<file path="src/rtl/mdu_iter.sv">
`default_nettype none
// mdu_iter: iterative RV64M/RV32M multiply/divide unit (shift-add multiplier, restoring divider).
// Revision 1.0

module mdu_iter #(
  parameter int XLEN      = 64,
  parameter bit W_SUPPORT = 1'b1
) (
  input  logic            clk,
  input  logic            rst,
  input  logic            in_valid,
  output logic            in_ready,
  input  logic [2:0]      funct3,
  input  logic            is_w,
  input  logic [XLEN-1:0] src1,
  input  logic [XLEN-1:0] src2,
  input  logic            flush,
  output logic            out_valid,
  input  logic            out_ready,
  output logic [XLEN-1:0] result,
  output logic            busy
);

  localparam bit W_EN = W_SUPPORT && (XLEN == 64);
  localparam int CW   = $clog2(XLEN) + 1;
  localparam int AW   = 2 * XLEN + 1;

  typedef enum logic [1:0] {
    IDLE = 2'd0,
    CALC = 2'd1,
    DONE = 2'd2
  } state_t;

  state_t          state;
  logic [CW-1:0]   counter;
  logic [AW-1:0]   acc;
  logic [XLEN-1:0] op_b;
  logic [2:0]      op_f3;
  logic            op_w;
  logic            op_neg_q;
  logic            op_neg_r;

  function automatic logic [XLEN-1:0] sext32(input logic [31:0] v);
    logic [XLEN-1:0] r;
    r       = {XLEN{v[31]}};
    r[31:0] = v;
    return r;
  endfunction

  // Request decode, evaluated on the accepting edge
  logic            w_req;
  logic            a_signed;
  logic            b_signed;
  logic [XLEN-1:0] a_ext;
  logic [XLEN-1:0] b_ext;
  logic            a_neg;
  logic            b_neg;
  logic [XLEN-1:0] a_mag;
  logic [XLEN-1:0] b_mag;
  logic [XLEN-1:0] most_neg;
  logic            div_zero;
  logic            div_ovf;
  logic [XLEN-1:0] special_res;
  logic [XLEN-1:0] load_lo;

  always_comb begin
    w_req    = is_w & W_EN;
    a_signed = (funct3 == 3'b001) | (funct3 == 3'b010) | (funct3 == 3'b100) | (funct3 == 3'b110);
    b_signed = (funct3 == 3'b001) | (funct3 == 3'b100) | (funct3 == 3'b110);
    a_ext    = src1;
    b_ext    = src2;
    if (w_req) begin
      a_ext = a_signed ? sext32(src1[31:0]) : XLEN'(src1[31:0]);
      b_ext = b_signed ? sext32(src2[31:0]) : XLEN'(src2[31:0]);
    end
    a_neg    = a_signed & a_ext[XLEN-1];
    b_neg    = b_signed & b_ext[XLEN-1];
    a_mag    = a_neg ? (~a_ext + 1'b1) : a_ext;
    b_mag    = b_neg ? (~b_ext + 1'b1) : b_ext;
    most_neg = w_req ? sext32(32'h8000_0000) : {1'b1, {(XLEN-1){1'b0}}};
    div_zero = funct3[2] & (b_ext == '0);
    div_ovf  = funct3[2] & ~funct3[0] & (a_ext == most_neg) & (b_ext == '1);

    special_res = '0;
    if (div_zero)
      special_res = funct3[1] ? (w_req ? sext32(a_ext[31:0]) : a_ext) : '1;
    else if (div_ovf)
      special_res = funct3[1] ? '0 : a_ext;

    // W divides run 32 iterations, so the dividend starts at the top of the quotient register
    load_lo = (funct3[2] && w_req) ? (a_mag << (XLEN - 32)) : a_mag;
  end

  // One iteration of the datapath
  logic [XLEN:0]   mul_hi;
  logic [AW-1:0]   mul_next;
  logic [XLEN:0]   rem_sh;
  logic [XLEN+1:0] diff;
  logic [AW-1:0]   div_next;
  logic [AW-1:0]   acc_next;

  always_comb begin
    mul_hi   = acc[AW-1:XLEN] + (acc[0] ? {1'b0, op_b} : {(XLEN+1){1'b0}});
    mul_next = {mul_hi, acc[XLEN-1:0]} >> 1;
    rem_sh   = {acc[2*XLEN-1:XLEN], acc[XLEN-1]};
    diff     = {1'b0, rem_sh} - {2'b00, op_b};
    div_next = diff[XLEN+1] ? {rem_sh, acc[XLEN-2:0], 1'b0}
                            : {diff[XLEN:0], acc[XLEN-2:0], 1'b1};
    acc_next = op_f3[2] ? div_next : mul_next;
  end

  // Result formation on the final iteration edge, including sign fix-up
  logic [2*XLEN-1:0] prod_s;
  logic [XLEN-1:0]   quot_s;
  logic [XLEN-1:0]   rem_s;
  logic [XLEN-1:0]   div_res;
  logic [XLEN-1:0]   final_res;
  logic [CW-1:0]     last_iter;

  always_comb begin
    prod_s  = op_neg_q ? (~acc_next[2*XLEN-1:0] + 1'b1) : acc_next[2*XLEN-1:0];
    quot_s  = op_neg_q ? (~acc_next[XLEN-1:0] + 1'b1) : acc_next[XLEN-1:0];
    rem_s   = op_neg_r ? (~acc_next[2*XLEN-1:XLEN] + 1'b1) : acc_next[2*XLEN-1:XLEN];
    div_res = op_f3[1] ? rem_s : quot_s;

    final_res = '0;
    if (op_f3[2])
      final_res = op_w ? sext32(div_res[31:0]) : div_res;
    else if (op_f3[1:0] == 2'b00)
      final_res = op_w ? sext32(acc_next[XLEN-1 -: 32]) : prod_s[XLEN-1:0];
    else
      final_res = prod_s[2*XLEN-1:XLEN];

    last_iter = op_w ? CW'(31) : CW'(XLEN - 1);
  end

  assign in_ready = (state == IDLE);
  assign busy     = (state != IDLE);

  always_ff @(posedge clk or negedge rst) begin
    if (!rst) begin
      state     <= IDLE;
      counter   <= '0;
      acc       <= '0;
      op_b      <= '0;
      op_f3     <= '0;
      op_w      <= 1'b0;
      op_neg_q  <= 1'b0;
      op_neg_r  <= 1'b0;
      out_valid <= 1'b0;
      result    <= '0;
    end else if (flush) begin
      state     <= IDLE;
      counter   <= '0;
      out_valid <= 1'b0;
    end else begin
      case (state)
        IDLE: begin
          if (in_valid) begin
            op_f3    <= funct3;
            op_w     <= w_req;
            op_b     <= b_mag;
            op_neg_q <= a_neg ^ b_neg;
            op_neg_r <= a_neg;
            acc      <= AW'(load_lo);
            counter  <= '0;
            if (div_zero || div_ovf) begin
              result    <= special_res;
              out_valid <= 1'b1;
              state     <= DONE;
            end else begin
              state <= CALC;
            end
          end
        end
        CALC: begin
          acc <= acc_next;
          if (counter == last_iter) begin
            counter   <= '0;
            result    <= final_res;
            out_valid <= 1'b1;
            state     <= DONE;
          end else begin
            counter <= counter + 1'b1;
          end
        end
        DONE: begin
          if (out_ready) begin
            out_valid <= 1'b0;
            state     <= IDLE;
          end
        end
        default: state <= IDLE;
      endcase
    end
  end

endmodule

`default_nettype wire

</file>
<file path="config.mk">
export PLATFORM = sky130hd
export DESIGN_NAME = mdu_iter
export DESIGN_NICKNAME = d
export VERILOG_FILES = /design/src/rtl/mdu_iter.sv
export SDC_FILE = /design/constraint.sdc
export NUM_CORES = 2
export LEC_CHECK = 0
export ABC_AREA = 1
export ABC_CLOCK_PERIOD_IN_PS = 5300
export BUFFER_PORTS_ARGS = -buffer_cell sky130_fd_sc_hd__buf_2
export CAP_MARGIN = 20
export CELL_PAD_IN_SITES_DETAIL_PLACEMENT = 1
export CELL_PAD_IN_SITES_GLOBAL_PLACEMENT = 2
export CORE_ASPECT_RATIO = 0.5
export CORE_UTILIZATION = 33
export CTS_CLUSTER_SIZE = 8
export DETAILED_ROUTE_END_ITERATION = 10
export GPL_ROUTABILITY_DRIVEN = 0
export GPL_TIMING_DRIVEN = 0
export PLACE_DENSITY_LB_ADDON = 0.1
export SYNTH_ARGS = -nofsm -noshare
export SYNTH_HDL_FRONTEND = slang
export SYNTH_SLANG_ARGS = --single-unit
</file>
<file path="constraint.sdc">
create_clock -name clk -period 5.3 [get_ports clk]
set_input_delay 0.795 -clock clk [delete_from_list [all_inputs] [get_ports clk]]
set_output_delay 0.795 -clock clk [all_outputs]
set_load 0.02 [all_outputs]
</file>
Word level (Yosys, flattened, before mapping)
Cells that the tools add are included.
{ "op_classes": {"n_addsub": 8, "mul": 0, "div": 0, "order_cmp": 0, "n_eq_ne": 16, "n_shift": 0, "mux": 47, "bitwise": 19, "reduce_logical": 15} }
{ "ops": {"columns": ["operator", "n"], "rows": [
  ["64-bit 2-to-1 mux", 23],
  ["129-bit 2-to-1 mux", 3],
  ["129-bit one-hot mux with 2 select lines", 1],
  ["64-bit by 1-bit adder with 64-bit output, second input constant", 4],
  ["64-bit NOT", 4],
  ["128-bit by 1-bit adder with 128-bit output, second input constant", 1],
  ["128-bit 2-to-1 mux", 1],
  ["128-bit NOT", 1],
  ["64-bit one-hot mux with 2 select lines", 1],
  ["65-bit by 64-bit subtractor with 66-bit output", 1],
  ["65-bit by 64-bit adder with 65-bit output", 1],
  ["64-bit == test", 1],
  ["64-bit == test, second input constant", 1],
  ["64-bit zero test", 1],
  ["63-bit 2-to-1 mux", 1],
  ["7-bit 2-to-1 mux", 3],
  ["7-bit one-hot mux with 2 select lines", 1],
  ["2-bit 2-to-1 mux", 5],
  ["5-bit AND reduction", 2],
  ["3-bit AND reduction", 3],
  ["7-bit by 1-bit adder with 7-bit output, second input constant", 1],
  ["7-bit by 6-bit == test with 1-bit output", 1],
  ["1-bit bitwise AND", 6],
  ["3-bit == test, second input constant", 2],
  ["other kinds (23)", 36]
]} }
{ "word_totals": {"register_bits": 273, "latch_bits": 0, "ramBits": 0, "romBits": 0, "in_bits": 137, "mem_count": 0} }

Depth between registers and ports, before layout
{ "depth": {"depth_word": 14, "mapped_depth": 37, "mapped_depth_nobuf": 37} }

Worst setup path after synthesis
Ideal clock, no wire load.
{ "synth_path": {"path_type": "register to register", "start": "register acc[70]", "end": "register result[58]", "setup_ps": 77, "arrival_time_ps": 3938, "required_time_ps": 5223, "setup_slack_ps": 1284, "stages_incl_launch_ff": 37, "path_cell_list": "dfrtp_1 ha_1 nand2_2 inv_1 nand2_1 nand2_1 inv_1 nand3_2 nand2_2 nand2_2 nand2_2 nand2_2 nand2_4 nand2_4 nand2_2 o21ai_1 inv_1 ha_1 inv_1 nor3_2 nand2_2 nor2_2 nand4_1 nor2_2 nand4_1 nand3b_4 nor2_2 nand3_2 nor2_1 nand2_1 nand2_1 nand2_1 nand2_1 nand3_1 a21oi_1 nand2_1 a21oi_1"} }
{ "synth_between": {"elab_chain_cells": 11, "elab_cells_between_ends": 20} }
{ "synth_lines": {"columns": ["item", "line_no", "rtl"], "rows": [
  ["start, declared", "36", "logic [AW-1:0] acc;"],
  ["start signal, assigned", "165", "acc <= AW'(load_lo);"],
  ["start signal, assigned", "177", "acc <= acc_next;"],
  ["65-bit by 64-bit subtractor with 66-bit output", "106", "diff = {1'b0, rem_sh} - {2'b00, op_b};"],
  ["129-bit 2-to-1 mux", "107", "div_next = diff[XLEN+1] ? {rem_sh, acc[XLEN-2:0], 1'b0}"],
  ["129-bit 2-to-1 mux (*)", "109", "acc_next = op_f3[2] ? div_next : mul_next;"],
  ["128-bit NOT (tied with other cells)", "121", "prod_s = op_neg_q ? (~acc_next[2*XLEN-1:0] + 1'b1) : acc_next[2*XLEN-1:0];"],
  ["128-bit by 1-bit adder with 128-bit output (tied with other cells)", "121", null],
  ["128-bit 2-to-1 mux (tied with other cells)", "121", null],
  ["64-bit 2-to-1 mux (on tied branches)", "130, 124", null],
  ["64-bit 2-to-1 mux (on tied branches)", "129, 128", null],
  ["64-bit 2-to-1 mux (*)", "127", "if (op_f3[2])"],
  ["64-bit 2-to-1 mux (*)", "178", "if (counter == last_iter) begin"],
  ["64-bit one-hot mux with 2 select lines (*)", "157", "case (state)"],
  ["end signal, assigned", "168", "result <= special_res;"],
  ["end signal, assigned", "180", "result <= final_res;"],
  ["end, declared", "20", "output logic [XLEN-1:0] result,"]
]} }
Mark *: on every way between the ends. The rest lies on a longest branch, timed or not. The select of a mux whose other input is x is not followed.
A chain may end at the register's enable or synchronous reset.

Worst setup path after layout
{ "layout_path": {"start": "register op_f3[2]", "end": "register result[22]"} }
{ "layout_between": {"elab_chain_cells": 9, "elab_cells_between_ends": 17} }
{ "layout_lines": {"columns": ["item", "line_no", "rtl"], "rows": [
  ["start, declared", "38", "logic [2:0] op_f3;"],
  ["start signal, assigned", "160", "op_f3 <= funct3;"],
  ["129-bit 2-to-1 mux", "109", null],
  ["128-bit NOT (tied with other cells)", "121", null],
  ["128-bit by 1-bit adder with 128-bit output (tied with other cells)", "121", null],
  ["128-bit 2-to-1 mux (tied with other cells)", "121", null],
  ["64-bit 2-to-1 mux (on tied branches)", "130, 124", null],
  ["64-bit 2-to-1 mux (on tied branches)", "129, 128", null],
  ["64-bit 2-to-1 mux (*)", "127", null],
  ["64-bit 2-to-1 mux (*)", "178", null],
  ["64-bit one-hot mux with 2 select lines (*)", "157", null]
]} }
Marked as above.

==> results.py <==
metrics = {
    "outcome": {
        "outcome": "finished, violations left",
        "violations": "setup timing",
    },
    "yosys": {
        "yosysSeqAreaShare_pct": 17.41,
        "synth_top_family_by_area": "simple AND/OR/NAND/NOR gates",
        "synthSimpleGateAreaFrac_pct": 42.58,
        "synth_mux_area_share_pct": 0.02550,
        "netlist_area_mm2": 0.03925,
        "synth_xor_area_share_pct": 4.999,
        "synth_compound_area_share_pct": 16.93,
        "syn_avg_cell_area_um2": 5.554,
        "synth_cells": 7066,
        "yosysUniqueCellTypes": 65,
        "yosysWarnings": 0,
        "synth_seq_cells": 273,
        "yosys.area.top_type": "nand2_1",
        "synth-edff-count": 0,
        "synthAdderAreaFrac_pct": 4.470,
        "synth_ff_type": "dfrtp_1",
        "synth_top_area_share_pct": 19.50,
        "syn_nets": 7342,
        "synth_area_leaders": "nand2_1 20%, dfrtp_1 17%, inv_1 10%",
        "ys_async_sr_fraction_pct": 100.0,
    },
    "timing": {
        "finalMaxSlewViolations": 0,
        "min_period_ns": 5.499,
        "setup_viol": 14,
        "skew_ns": 0.07450,
        "hold_viol_final": 0,
        "fmax_ghz": 0.1819,
        "fin_hold_ws_ns": 0.2450,
        "min_period_over_period_pct": 103.8,
        "setup_tns_ns": -1.019,
        "tightest_slew_ns": 1.330,
        "rsz0062_at_grt": "true",
        "max_slew_margin_pct": 11.32,
        "setup_ws_ns": -0.1990,
    },
    "drt": {
        "drt_wl_total_mm": 270.5,
        "ant_nets": 0,
        "drcViolationCount": 0,
        "post_drt_wl_per_cell_um": 29.93,
        "route.vias.total": 53642,
        "drt_iter0_markers": 6820,
        "viasPerCell": 5.935,
        "drtPass1Iterations": 6,
    },
    "global_route": {
        "grt-busiest-layer": "met2",
        "grt_max_degree": 113,
        "grt_pass1_vias": 51381,
        "overflow": 0,
        "use_met1_pct": 58.42,
        "antenna_found_initial": 26,
        "gr-usage-met2_pct": 62.14,
        "grt_pass1_wl_mm": 373.3,
        "met3_usage_pct": 13.54,
        "grtUsageTotal_pct": 43.53,
    },
    "clock_network": {
        "numCtsBuffers": 41,
        "clockRootBuffer": "clkbuf_16",
        "cts_tree": "yes",
        "cts_hold_buffers": 0,
        "cts_sinks": 273,
        "cts_max_level": 2,
        "clk_path_buf_depth": 3,
        "insertion_delay_ns": 0.64,
        "clkTransAtPathRegs_ns": 0.06,
    },
    "setup_path": {
        "crit_type": "flop to flop",
        "crit_path_start_kind": "flop",
        "critical_path_required_ns": 5.84,
        "cp_max_fo": 10,
        "critPathCaptureType": "flop",
        "crit_arrival_ns": 6.04,
    },
    "floorplanning": {
        "dieWidth_um": 489.7,
        "core.rowCount": 89,
        "die_h_um": 245.9,
        "core_area_mm2": 0.1179,
        "die_area_mm2": 0.1204,
        "start_util_pct": 33.28,
        "ioPinCount": 204,
    },
    "finish": {
        "finalNetCount": 7709,
        "final_util_pct": 39.56,
        "mostFrequentLayoutCell": "nand2_1",
        "area_growth_pct": 18.88,
        "final_cell_mix": "1947 x nand2_1, 1038 x inv_1, 797 x nor2_1",
        "drive_gt1_share_pct": 15.24,
    },
    "place": {
        "hpwlAfterDp_mm": 225.3,
        "numPortBuffers": 203,
    },
    "job": {
        "maxCapViolations": 0,
    },
    "worst_hold_path": {
        "min_path_type": "primary input to asynchronous set/reset pin",
    },
}
==> registers in the layout, summed over array words and instances (netlist names) <==
signal	flops
acc	129
op_b	64
result	64
counter	7
op_f3	3
state	2
op_neg_q	1
op_neg_r	1
op_w	1
out_valid	1
==> Yosys cell counts (all sizes together) (2+ instances only) <==
master,number
o31ai,19
nor3,121
o21ai,506
clkbuf,148
nand2,2088
a21oi,451
a21boi,2
o311ai,13
ha,137
o221ai,49
and3,2
nor2,890
o22ai,43
nand4,119
a31oi,29
buf,102
and2,2
xor2,170
inv,1097
fa,2
nor4,48
nor3b,3
o41ai,2
nand3,545
o2111ai,4
nand3b,23
o211ai,33
o21a,7
or2,50
dfrtp,273
a21o,7
xnor2,54
o21bai,17
a31o,2
==> final timing paths <==
kind / from / end / slack, ns / cells past startpoint
hold reg to reg: result[35]$_DFFE_PN0P_ / result[35]$_DFFE_PN0P_ / 0.51 / 2
min in group clk: flush / state[1]$_DFFE_PN0P_ / 0.44 / 2
setup / recovery: op_f3[2]$_DFFE_PN0P_ / result[22]$_DFFE_PN0P_ / -0.20 / 19
max in group asynchronous: rst / counter[1]$_DFFE_PN0P_ / 3.52 / 3
setup reg to reg: op_f3[2]$_DFFE_PN0P_ / result[22]$_DFFE_PN0P_ / -0.20 / 19
hold / removal: rst / acc[88]$_DFFE_PN0P_ / 0.24 / 1
==> cells by family (layout without fill, tap and decap cells) <==
| kind of cell | after synthesis | in the layout |
|---|---|---|
| simple gates | 3893 | 3893 |
| buf+inv | 1348 | 1721 |
| compound gates | 1188 | 1188 |
| flops | 273 | 273 |
| xor+xnor | 224 | 224 |
| fa+ha+maj | 139 | 139 |
| mux | 1 | 1 |
| other cells | 0 | 8 |
==> timing repair <==
| item | in CTS | in global routing |
|---|---|---|
| hold endpoints to repair | 0 | 0 |
| setup endpoints to repair | 63 | 61 |
| setup buffers | 47 | 55 |
| pin swaps | 31 | 72 |
| gates resized for setup | 217 | 367 |
==> critical path: stages, from the launching register on <==
cell and delay (ns):
dfrtp_1 0.44, buf_6 0.17, buf_2 0.21, buf_2 0.22
buf_2 0.30, buf_2 0.37, nand2_1 0.11, o21ai_0 0.44
nor2_1 0.32, inv_1 0.16, nor4_1 0.70, nand4_1 0.59
nor2_4 0.35, buf_4 0.18, nand2_1 0.08, nand3_2 0.12
nand2_1 0.10, o22ai_2 0.20, nand2_2 0.14, a21oi_2 0.17
==> routing by layer <==
layer  share of wire, %  routed length, µm
met5              0.099                269
met4                6.1              16610
met3                 13              34780
met2                 39             106700
met1                 41             112200
==> stage by stage <==
step | setup WS, ns | cell area, µm² | instances
detailed placement | -1.538 | 42440 | 8879
global placement | -2.205 | 42250 | 8861
floorplan | 1.284 | 39250 | 7066
CTS | 0.002579 | 44740 | 8975
global route | -0.2347 | 46640 | 9031
finish | -0.1990 | 46660 | 9039
==> layout make-up <==
cell class                 instances  area, µm²
fill                           16181      71270
multi-input combinational       5445      29150
sequential                       273       6915
inverter                        1098       4141
timing repair buffer             326       2032
tap                             1592       1992
buffer                           248       1220
clock buffer                      43       1055
clock inverter                     6      130.1
antenna                            8      20.02
Power is left out: the tool's default activity adds up to more than one toggle a clock period on the data nets, which glitch-free logic cannot reach.
